===== src/rtl/timing_sequencer.sv =====
// Clock-divider sequencer: sample, tick and song-step strobes plus
// a 16-step note pattern played on each song step.
module timing_sequencer #(
    parameter int unsigned SAMPLE_DIV   = 256,
    parameter int unsigned TICK_DIV     = 128,
    parameter int unsigned SONG_DIV     = 6,
    parameter int unsigned PATTERN_LEN  = 16,
    parameter logic [15:0] PATTERN_INIT = 16'h1111
) (
    input  logic        clk,
    input  logic        rst,
    input  logic        enable,
    input  logic        restart,
    input  logic        pat_load,
    input  logic [15:0] pat_data,
    output logic        sample_clk,
    output logic        tick_clk,
    output logic        song_clk,
    output logic        note_trigger,
    output logic [3:0]  step_idx
);

    localparam int SW = (SAMPLE_DIV > 1) ? $clog2(SAMPLE_DIV) : 1;
    localparam int TW = (TICK_DIV > 1) ? $clog2(TICK_DIV) : 1;
    localparam int GW = (SONG_DIV > 1) ? $clog2(SONG_DIV) : 1;

    localparam logic [SW-1:0] S_LAST = SW'(SAMPLE_DIV - 1);
    localparam logic [SW-1:0] S_ONE  = SW'(1);
    localparam logic [TW-1:0] T_LAST = TW'(TICK_DIV - 1);
    localparam logic [TW-1:0] T_ONE  = TW'(1);
    localparam logic [GW-1:0] G_LAST = GW'(SONG_DIV - 1);
    localparam logic [GW-1:0] G_ONE  = GW'(1);
    localparam logic [3:0]    P_LAST = 4'(PATTERN_LEN - 1);

    logic [SW-1:0] smp_cnt_q, smp_cnt_d;
    logic [TW-1:0] tck_cnt_q, tck_cnt_d;
    logic [GW-1:0] sng_cnt_q, sng_cnt_d;
    logic [3:0]    step_q, step_d;
    logic          smp_q, smp_d;
    logic          tck_q, tck_d;
    logic          sng_q, sng_d;
    logic          note_q, note_d;
    logic [15:0]   pattern_q;
    logic          run;

    always_ff @(posedge clk) begin
        if (rst) begin
            pattern_q <= PATTERN_INIT;
        end else if (pat_load) begin
            pattern_q <= pat_data;
        end
    end

    always_ff @(posedge clk) begin
        if (rst || restart) begin
            smp_cnt_q <= '0;
            tck_cnt_q <= '0;
            sng_cnt_q <= '0;
            step_q    <= '0;
            smp_q     <= 1'b0;
            tck_q     <= 1'b0;
            sng_q     <= 1'b0;
            note_q    <= 1'b0;
        end else begin
            smp_cnt_q <= smp_cnt_d;
            tck_cnt_q <= tck_cnt_d;
            sng_cnt_q <= sng_cnt_d;
            step_q    <= step_d;
            smp_q     <= smp_d;
            tck_q     <= tck_d;
            sng_q     <= sng_d;
            note_q    <= note_d;
        end
    end

    // Strobe registers are pending events: held while frozen and
    // consumed in the next enabled cycle, so no event is ever lost.
    always_comb begin
        smp_cnt_d = smp_cnt_q;
        tck_cnt_d = tck_cnt_q;
        sng_cnt_d = sng_cnt_q;
        step_d    = step_q;
        smp_d     = smp_q;
        tck_d     = tck_q;
        sng_d     = sng_q;
        note_d    = note_q;
        if (enable) begin
            smp_cnt_d = (smp_cnt_q == S_LAST) ? '0 : smp_cnt_q + S_ONE;
            smp_d     = (smp_cnt_q == S_LAST);
            tck_d     = 1'b0;
            sng_d     = 1'b0;
            note_d    = 1'b0;
            if (smp_q) begin
                if (tck_cnt_q == T_LAST) begin
                    tck_cnt_d = '0;
                    tck_d     = 1'b1;
                    sng_d     = (sng_cnt_q == '0);
                    note_d    = (sng_cnt_q == '0) && pattern_q[step_q];
                end else begin
                    tck_cnt_d = tck_cnt_q + T_ONE;
                end
            end
            if (tck_q) begin
                sng_cnt_d = (sng_cnt_q == G_LAST) ? '0 : sng_cnt_q + G_ONE;
            end
            if (sng_q) begin
                step_d = (step_q == P_LAST) ? '0 : step_q + 4'd1;
            end
        end
    end

    assign run = enable && !rst && !restart;

    always_comb begin
        sample_clk   = smp_q && run;
        tick_clk     = tck_q && run;
        song_clk     = sng_q && run;
        note_trigger = note_q && run;
        step_idx     = (rst || restart) ? 4'd0 : step_q;
    end

endmodule


===== config.mk =====
export PLATFORM = sky130hd
export DESIGN_NAME = timing_sequencer
export DESIGN_NICKNAME = d
export VERILOG_FILES = /design/src/rtl/timing_sequencer.sv
export SDC_FILE = /design/constraint.sdc
export NUM_CORES = 1
export LEC_CHECK = 0
export CAP_MARGIN = 20
export CORE_ASPECT_RATIO = 1.1
export CORE_UTILIZATION = 45
export DETAILED_ROUTE_END_ITERATION = 8
export GPL_TIMING_DRIVEN = 0
export PLACE_DENSITY = 0.68
export SLEW_MARGIN = 30
export SYNTH_ARGS = -nofsm -noshare
export SYNTH_HDL_FRONTEND = slang
export SYNTH_SLANG_ARGS = --single-unit

===== constraint.sdc =====
create_clock -name clk -period 2.9 [get_ports clk]
set_clock_uncertainty 0.05 [all_clocks]
set_input_delay 0.29 -clock clk [delete_from_list [all_inputs] [get_ports clk]]
set_output_delay 0.29 -clock clk [all_outputs]
set_load 0.01 [all_outputs]

# Word-level counts from Yosys, hierarchy flattened
# Cells that the tools add are included.
# word_totals
regBits	42
in_bits	21
# classes
add_sub_neg	4
magnitude_cmp	1
eq_ne	4
muxes	13
n_reduce_logical	14
# ops
cell	n
$add 8x1->8 const B	1
$eq 8x8->1 const B	1
$mux 4	2
$mux 8	1
$add 7x1->7 const B	1
$eq 7x7->1 const B	1
$logic_and 1x1->1	7
$mux 1	7
$mux 7	1
$reduce_and 2->1	3
$lt 4x5->1 const B	1
$add 4x1->4 const B	1
$bmux 1 s4	1
$eq 4x4->1 const B	1
$add 3x1->3 const B	1
$eq 3x3->1 const B	1
$logic_not 3->1	1
$mux 3	1
$logic_not 1->1	2
$logic_or 1x1->1	1

# Logic depth before layout (Yosys ltp)
# Gate-level depths: netlist of run 1.
# logic_depth
ltp_word	5
ltp_mapped	5

# Worst setup path before layout of run 1
# No wires, ideal clock.
# synth_path
path_type	input to output
startpoint	input rst
endpoint	output sample_clk
arrival_ns	1.198
setup_slack_ns	1.362
stages	5
path_cell_list	buf_6 -> or2_2 -> clkbuf_1 -> clkbuf_1 -> nor2_1
# synth_between
elab_chain_cells	4
# synth_rtl
item	line_no	text
start, declared	11	input logic rst,
$logic_not 1->1	112	assign run = enable && !rst && !restart;
$logic_and 1x1->1 (2 in series)	112	
$logic_and 1x1->1	115	sample_clk = smp_q && run;
end, declared	16	output logic sample_clk,
# Every way passes these cells.

# Worst setup path in the final report of run 1
# layout_path
startpoint	input restart
endpoint	output song_clk
# layout_between
elab_chain_cells	3
# layout_rtl
item	line_no	text
start, declared	13	input logic restart,
$logic_not 1->1	112	
$logic_and 1x1->1	112	
$logic_and 1x1->1	117	song_clk = sng_q && run;
end, declared	18	output logic song_clk,
# Every way passes these cells.

==> flow_summary.toml, run 1 <==
[status]
status = "finished clean"

[yosys]
synthDistinctLibCells = 37
synth_edf_count = 0
synthArstFlopShare_pct = 0
synthTopCellsByArea = "dfxtp_1 (44%), mux2i_1 (7.9%), nor2_1 (7.3%)"
syn_inst = 207
syn_avg_cell_area_um2 = 9.21
ys_warn_count = 0
synth-seq-cells = 42
synth_largest_area_cell = "dfxtp_1"
synth_seq_area_share_pct = 44.1
syn_area_um2 = 1910
ys.flop_type = "dfxtp_1"
synth_top_area_share_pct = 44.1
synth_nets = 231

[grt]
first_global_vias = 1369
grt_max_degree = 12
antenna_found_initial = 0
grt.total_usage_pct = 18.0
grt_pass1_wl_mm = 6.19
grt.overflow.total = 0

[setup_path]
end_kind = "output pin"
cp_num_buf_inv = 4
worst_setup_path_start_kind = "primary input"
critPathRequiredTime_ns = 2.56
worstPathMaxFanout = 10
critPathSlowestCell = "clkdlybuf4s50_1"
worstPathArrival_ns = 2.18
reg2reg_to = "note_q"
ff2ff_path_depth = 5
crit_family = "buffers and inverters"
crit_type = "primary input to output pin"
worstPathCellList = "clkdlybuf4s50_1, or2_2, clkbuf_1, clkbuf_1, nor2_1, clkdlybuf4s50_1"
r2r-start = "step_q[1]"
regToRegSetupSlack_ns = 1.25
cp_slowest_stage_delay_ns = 0.54

[pwr]
power.share.clock_pct = 33.7
cellLeakagePower_nw = 0.852
swShare_pct = 21.7
combPwrFrac_pct = 8.2
vdd_drop_max_mv = 0.271
power_switching_mw = 0.224
p_seq_share_pct = 58.2
p_per_area_nw_per_um2 = 445
p_int_mw = 0.804

[placement]
hpwlAfterDp_mm = 2.52
portBuffers = 26
place.gp.congestion = 0.744

[floorplan]
die-area_um2 = 4500
die_w_um = 64.0
die_h_um = 70.3
pin_count = 29
std_cell_rows = 24
coreArea_um2 = 4020
initial_core_util_pct = 47.4

[route]
vias_per_cell = 5.11
initialDrtViolationCount = 57
drc_errors = 0
dr.pass1.iters = 4
avgRoutedWirePerCell_um = 12.1
highest_layer = "met4"
finalWirelength_mm = 3.54
vias = 1493
dr_wl_met2_mm = 1.63
wl_met3_um = 144
wl_met1_mm = 1.73
antenna_left = 0

[finish]
n_antenna_cell = 0
final-seq-area_um2 = 841
drive_above_1_share_pct = 8.75
layout_commonest_cell = "dfxtp_1"
fill_cells = 376
nets = 264
multiInputGateArea_um2 = 977
area_growth_syn_to_layout_pct = 21.1
utilization_pct = 57.3
layout_common_cells = "dfxtp_1 (42), nor2_1 (37), clkdlybuf4s50_1 (26)"

[sta]
rsz0062_at_grt = "no"
worstMarginPinSlew_ns = 0.511
slew_headroom_pct = 65.9
fin_crit_sh_pct = 86.9
setup_tns_ns = 0
fmax_ghz = 0.397
hold_violations = 0
finalCriticalPeriod_ns = 2.52
drv_slew = 0
final-setup-viol-count = 0

[worst_hold_path]
hold_depth = 2
holdPathEnd = "pattern_q[15]"
min_path_type = "primary input to register"
hold_path.startpoint = "rst"

[clocking]
clk_pin_slew_ns = 0.07
clockRootBuffer = "clkbuf_8"
htree_levels = 2
holdBufCountCts = 0
cts_resized = 0
numCtsBuffers = 5
clk-insertion-delay-late_ns = 0.28
cts_setup_buffers = 0
cts_sinks = 42
cts_tree = "yes"
cts_max_path_buffers = 2

[job]
max-cap-violations = 0
-- worst register-to-register path: cells and delay by family, from the launching register on --
family / cells / cell delay (ns)
multiplexers: 2 / 0.67
flip-flops: 1 / 0.35
AO/OA/AOI/OAI: 1 / 0.27
buffers and inverters: 1 / 0.15
AND/OR/NAND/NOR: 1 / 0.06
-- per-layer routing --
metal,GRT usage [%],up-vias
met5,0,-
met3,5.88,6
met4,6.06,0
li1,-,779
met1,23.1,676
met2,28.3,32
-- power by group through the flow --
stage	Combinational, mW	Clock, mW	Sequential [mW]
2_1_floorplan	0.0485	0	0.609
3_3_place_gp	0.0837	0	0.611
3_5_place_dp	0.0843	0	0.611
4_1_cts	0.0845	0.358	0.598
5_1_grt	0.0927	0.381	0.600
6_report	0.0838	0.346	0.598
-- metrics by stage --
| step | setup WS, ns | instances | power (mW) | hold WS, ns | cell area [µm²] |
|---|---|---|---|---|---|
| final | 0.379 | 292 | 1.03 | 0.160 | 2310 |
| after detailed placement | 0.396 | 285 | 0.696 | 0.429 | 2230 |
| after global routing | 0.285 | 292 | 1.07 | 0.152 | 2310 |
| after global placement | 0.389 | 285 | 0.695 | 0.416 | 2230 |
| after floorplan | 1.36 | 207 | 0.658 | 0.358 | 1910 |
| after CTS | 0.386 | 292 | 1.04 | 0.148 | 2310 |
-- logic make-up after synthesis --
group | Yosys count | synth area share (%)
AND/OR/NAND/NOR | 94 | 24.0
flip-flops | 42 | 44.1
AO/OA/AOI/OAI | 22 | 7.35
multiplexers | 20 | 12.0
XOR/XNOR | 13 | 5.98
buffers and inverters | 13 | 4.60
adder cells (fa/ha/maj) | 3 | 1.97
-- worst max path at each step --
stage	from	to	cells after the start
after floorplan	rst	sample_clk	5
after global placement	restart	song_clk	6
after detailed placement	restart	song_clk	6
after CTS	restart	song_clk	6
after global routing	restart	sample_clk	6
final	restart	song_clk	6
-- cell usage after synthesis (4+ instances only) --
cell type	count
nor2_1	37
nand2_1	15
nor2b_1	4
nand3_1	9
nand4_1	5
a211o_1	4
dfxtp_1	42
mux2i_1	15
xnor2_1	4
and2_1	4
xor2_1	9
nor3_1	6
a21oi_1	12
clkbuf_1	5
-- registers in the layout, summed over array words and instances, names as in the netlist --
signal	cells
smp_cnt_q	8
step_q	4
sng_cnt_q	3
tck_cnt_q	7
pattern_q	16
tck_q	1
sng_q	1
note_q	1
smp_q	1
-- layout make-up --
class                   count  area share, %
inverters                   1          0.163
plain buffers              12           3.63
repair buffers             26           11.3
flip-flops and latches     42           36.4
well taps                  52           2.82
multi-input cells         152           42.4
clock buffers               7           3.31
No activity file was read; power rests on OpenSTA's default activity.
==> run 2, diff against run 1 <==
--- a/config.mk
+++ b/config.mk
@@ -7,6 +7,7 @@
 export LEC_CHECK = 0
 export CAP_MARGIN = 20
 export CORE_ASPECT_RATIO = 1.1
+export CORE_MARGIN = 4
 export CORE_UTILIZATION = 45
 export DETAILED_ROUTE_END_ITERATION = 8
 export GPL_TIMING_DRIVEN = 0
==> run 2 against run 1 <==
Compared with the run above:
- first-iteration DRC count is 49% higher
- power up 4.4%
- combinational power is essentially flat
- largest cell class unchanged
- highest routed layer unchanged
==> flow_summary.toml, run 2 (synthesis gave the netlist of run 1 again) <==
[worst_hold_path]
hold_depth = 2
hold_path.startpoint = "rst"
min_path_type = "primary input to register"
holdPathEnd = "pattern_q[1]"

[finish]
largest_register_ffs = 16
nets = 264
reg.largest.list = "pattern_q (16), smp_cnt_q (8), tck_cnt_q (7)"
layout_common_cells = "dfxtp_1 (42), nor2_1 (37), clkdlybuf4s50_1 (26)"
drive_above_1_share_pct = 9.96
fill_cells = 402
final_cells = 293
layout_commonest_cell = "dfxtp_1"
n_antenna_cell = 0
finalInstanceArea_um2 = 2330
area_growth_syn_to_layout_pct = 22.1
largest_register = "pattern_q"

[placement]
hpwlAfterDp_mm = 2.78
place_inst = 285
dpl_cell_area_um2 = 2230
place.gp.congestion = 0.759
portBuffers = 26

[sta]
final-setup-viol-count = 0
hold_violations = 0
drv_slew = 0
rsz0062_at_grt = "no"
fin_hold_ws_ns = 0.157
finalCriticalPeriod_ns = 2.47
fin_crit_sh_pct = 85.2
slew_headroom_pct = 66.7
setup_tns_ns = 0
fmax_ghz = 0.405
worstMarginPinSlew_ns = 0.499

[setup_path]
worstPathArrival_ns = 2.13
critPathSlowestCell = "clkdlybuf4s50_1"
critPathRequiredTime_ns = 2.56
ff2ff_path_depth = 5
worstPathMaxFanout = 10
r2r-start = "step_q[1]"
crit_type = "primary input to output pin"
end_kind = "output pin"
regToRegSetupSlack_ns = 1.26
reg2reg_to = "note_q"
cp_slowest_stage_delay_ns = 0.54
worst_setup_path_start_kind = "primary input"
worstPathCellList = "clkdlybuf4s50_1, or2_2, clkbuf_1, clkbuf_1, nor2_1, clkdlybuf4s50_1"

[clocking]
cts_setup_buffers = 0
clockRootBuffer = "clkbuf_8"
clk-insertion-delay-late_ns = 0.29
cts_max_path_buffers = 2
clk_pin_slew_ns = 0.08
cts_resized = 0
holdBufCountCts = 0
cts_sinks = 42
htree_levels = 2
numCtsBuffers = 5
cts_tree = "yes"

[route]
initialDrtViolationCount = 85
vias_per_cell = 5.22
drc_errors = 0
avgRoutedWirePerCell_um = 12.9
dr.pass1.iters = 5
antenna_left = 0
finalWirelength_mm = 3.79
vias = 1530

[floorplan]
pin_count = 29
std_cell_rows = 24
coreArea_um2 = 4020
die_w_um = 70.0
initial_core_util_pct = 47.4
die_h_um = 76.3
die-area_um2 = 5340

[grt]
grt.total_usage_pct = 15.3
antenna_found_initial = 0
grt_max_degree = 14
grt.overflow.total = 0
grt_pass1_wl_mm = 6.67
first_global_vias = 1527

[status]
status = "finished clean"

[pwr]
p_per_area_nw_per_um2 = 461
vdd_drop_max_mv = 0.373
cellLeakagePower_nw = 0.861

[job]
max-cap-violations = 0
==> run 2: worst max-delay path by stage <==
stage	endpoint	slack, ns	startpoint
after floorplan	sample_clk	1.36	rst
after detailed placement	tick_clk	0.42	restart
after global placement	tick_clk	0.41	restart
final	tick_clk	0.43	restart
after global routing	song_clk	0.29	restart
after CTS	tick_clk	0.42	restart
==> run 2: report_power, final <==
group | switching [mW] | internal [mW]
sequential | 0.00724 | 0.591
combinational | 0.0364 | 0.0475
clock | 0.200 | 0.191
total | 0.244 | 0.830
==> run 2: final cells by class <==
class,count,area (µm²),share of cell area [%]
clock inverters,2,12.5,0.538
flip-flops and latches,42,841,36.1
repair buffers,26,260,11.2
plain buffers,12,83.8,3.60
well taps,52,65.1,2.80
inverters,1,3.75,0.161
multi-input cells,152,977,42.0
clock buffers,6,82.6,3.55
==> run 2: layer usage <==
| layer | share of wire (%) | track usage (%) |
|---|---|---|
| met1 | 48 | 17.9 |
| met2 | 46 | 25.3 |
| met3 | 4.5 | 5.41 |
| met4 | 1.3 | 5.94 |
| met5 | 0 | 0 |
==> run 2: stage by stage <==
step | worst slack, ns | util [%] | power [mW]
2_1_floorplan | 1.36 | - | 0.658
3_3_place_gp | 0.410 | 55.4 | 0.695
3_5_place_dp | 0.423 | 55.4 | 0.696
4_1_cts | 0.415 | 57.8 | 1.09
5_1_grt | 0.289 | 57.8 | 1.12
6_report | 0.430 | 57.8 | 1.07
==> run 2: critical path, delay by kind of cell <==
kind / cells / cell delay [ns]
AND/OR/NAND/NOR: 2 / 0.44
buffers and inverters: 4 / 1.40
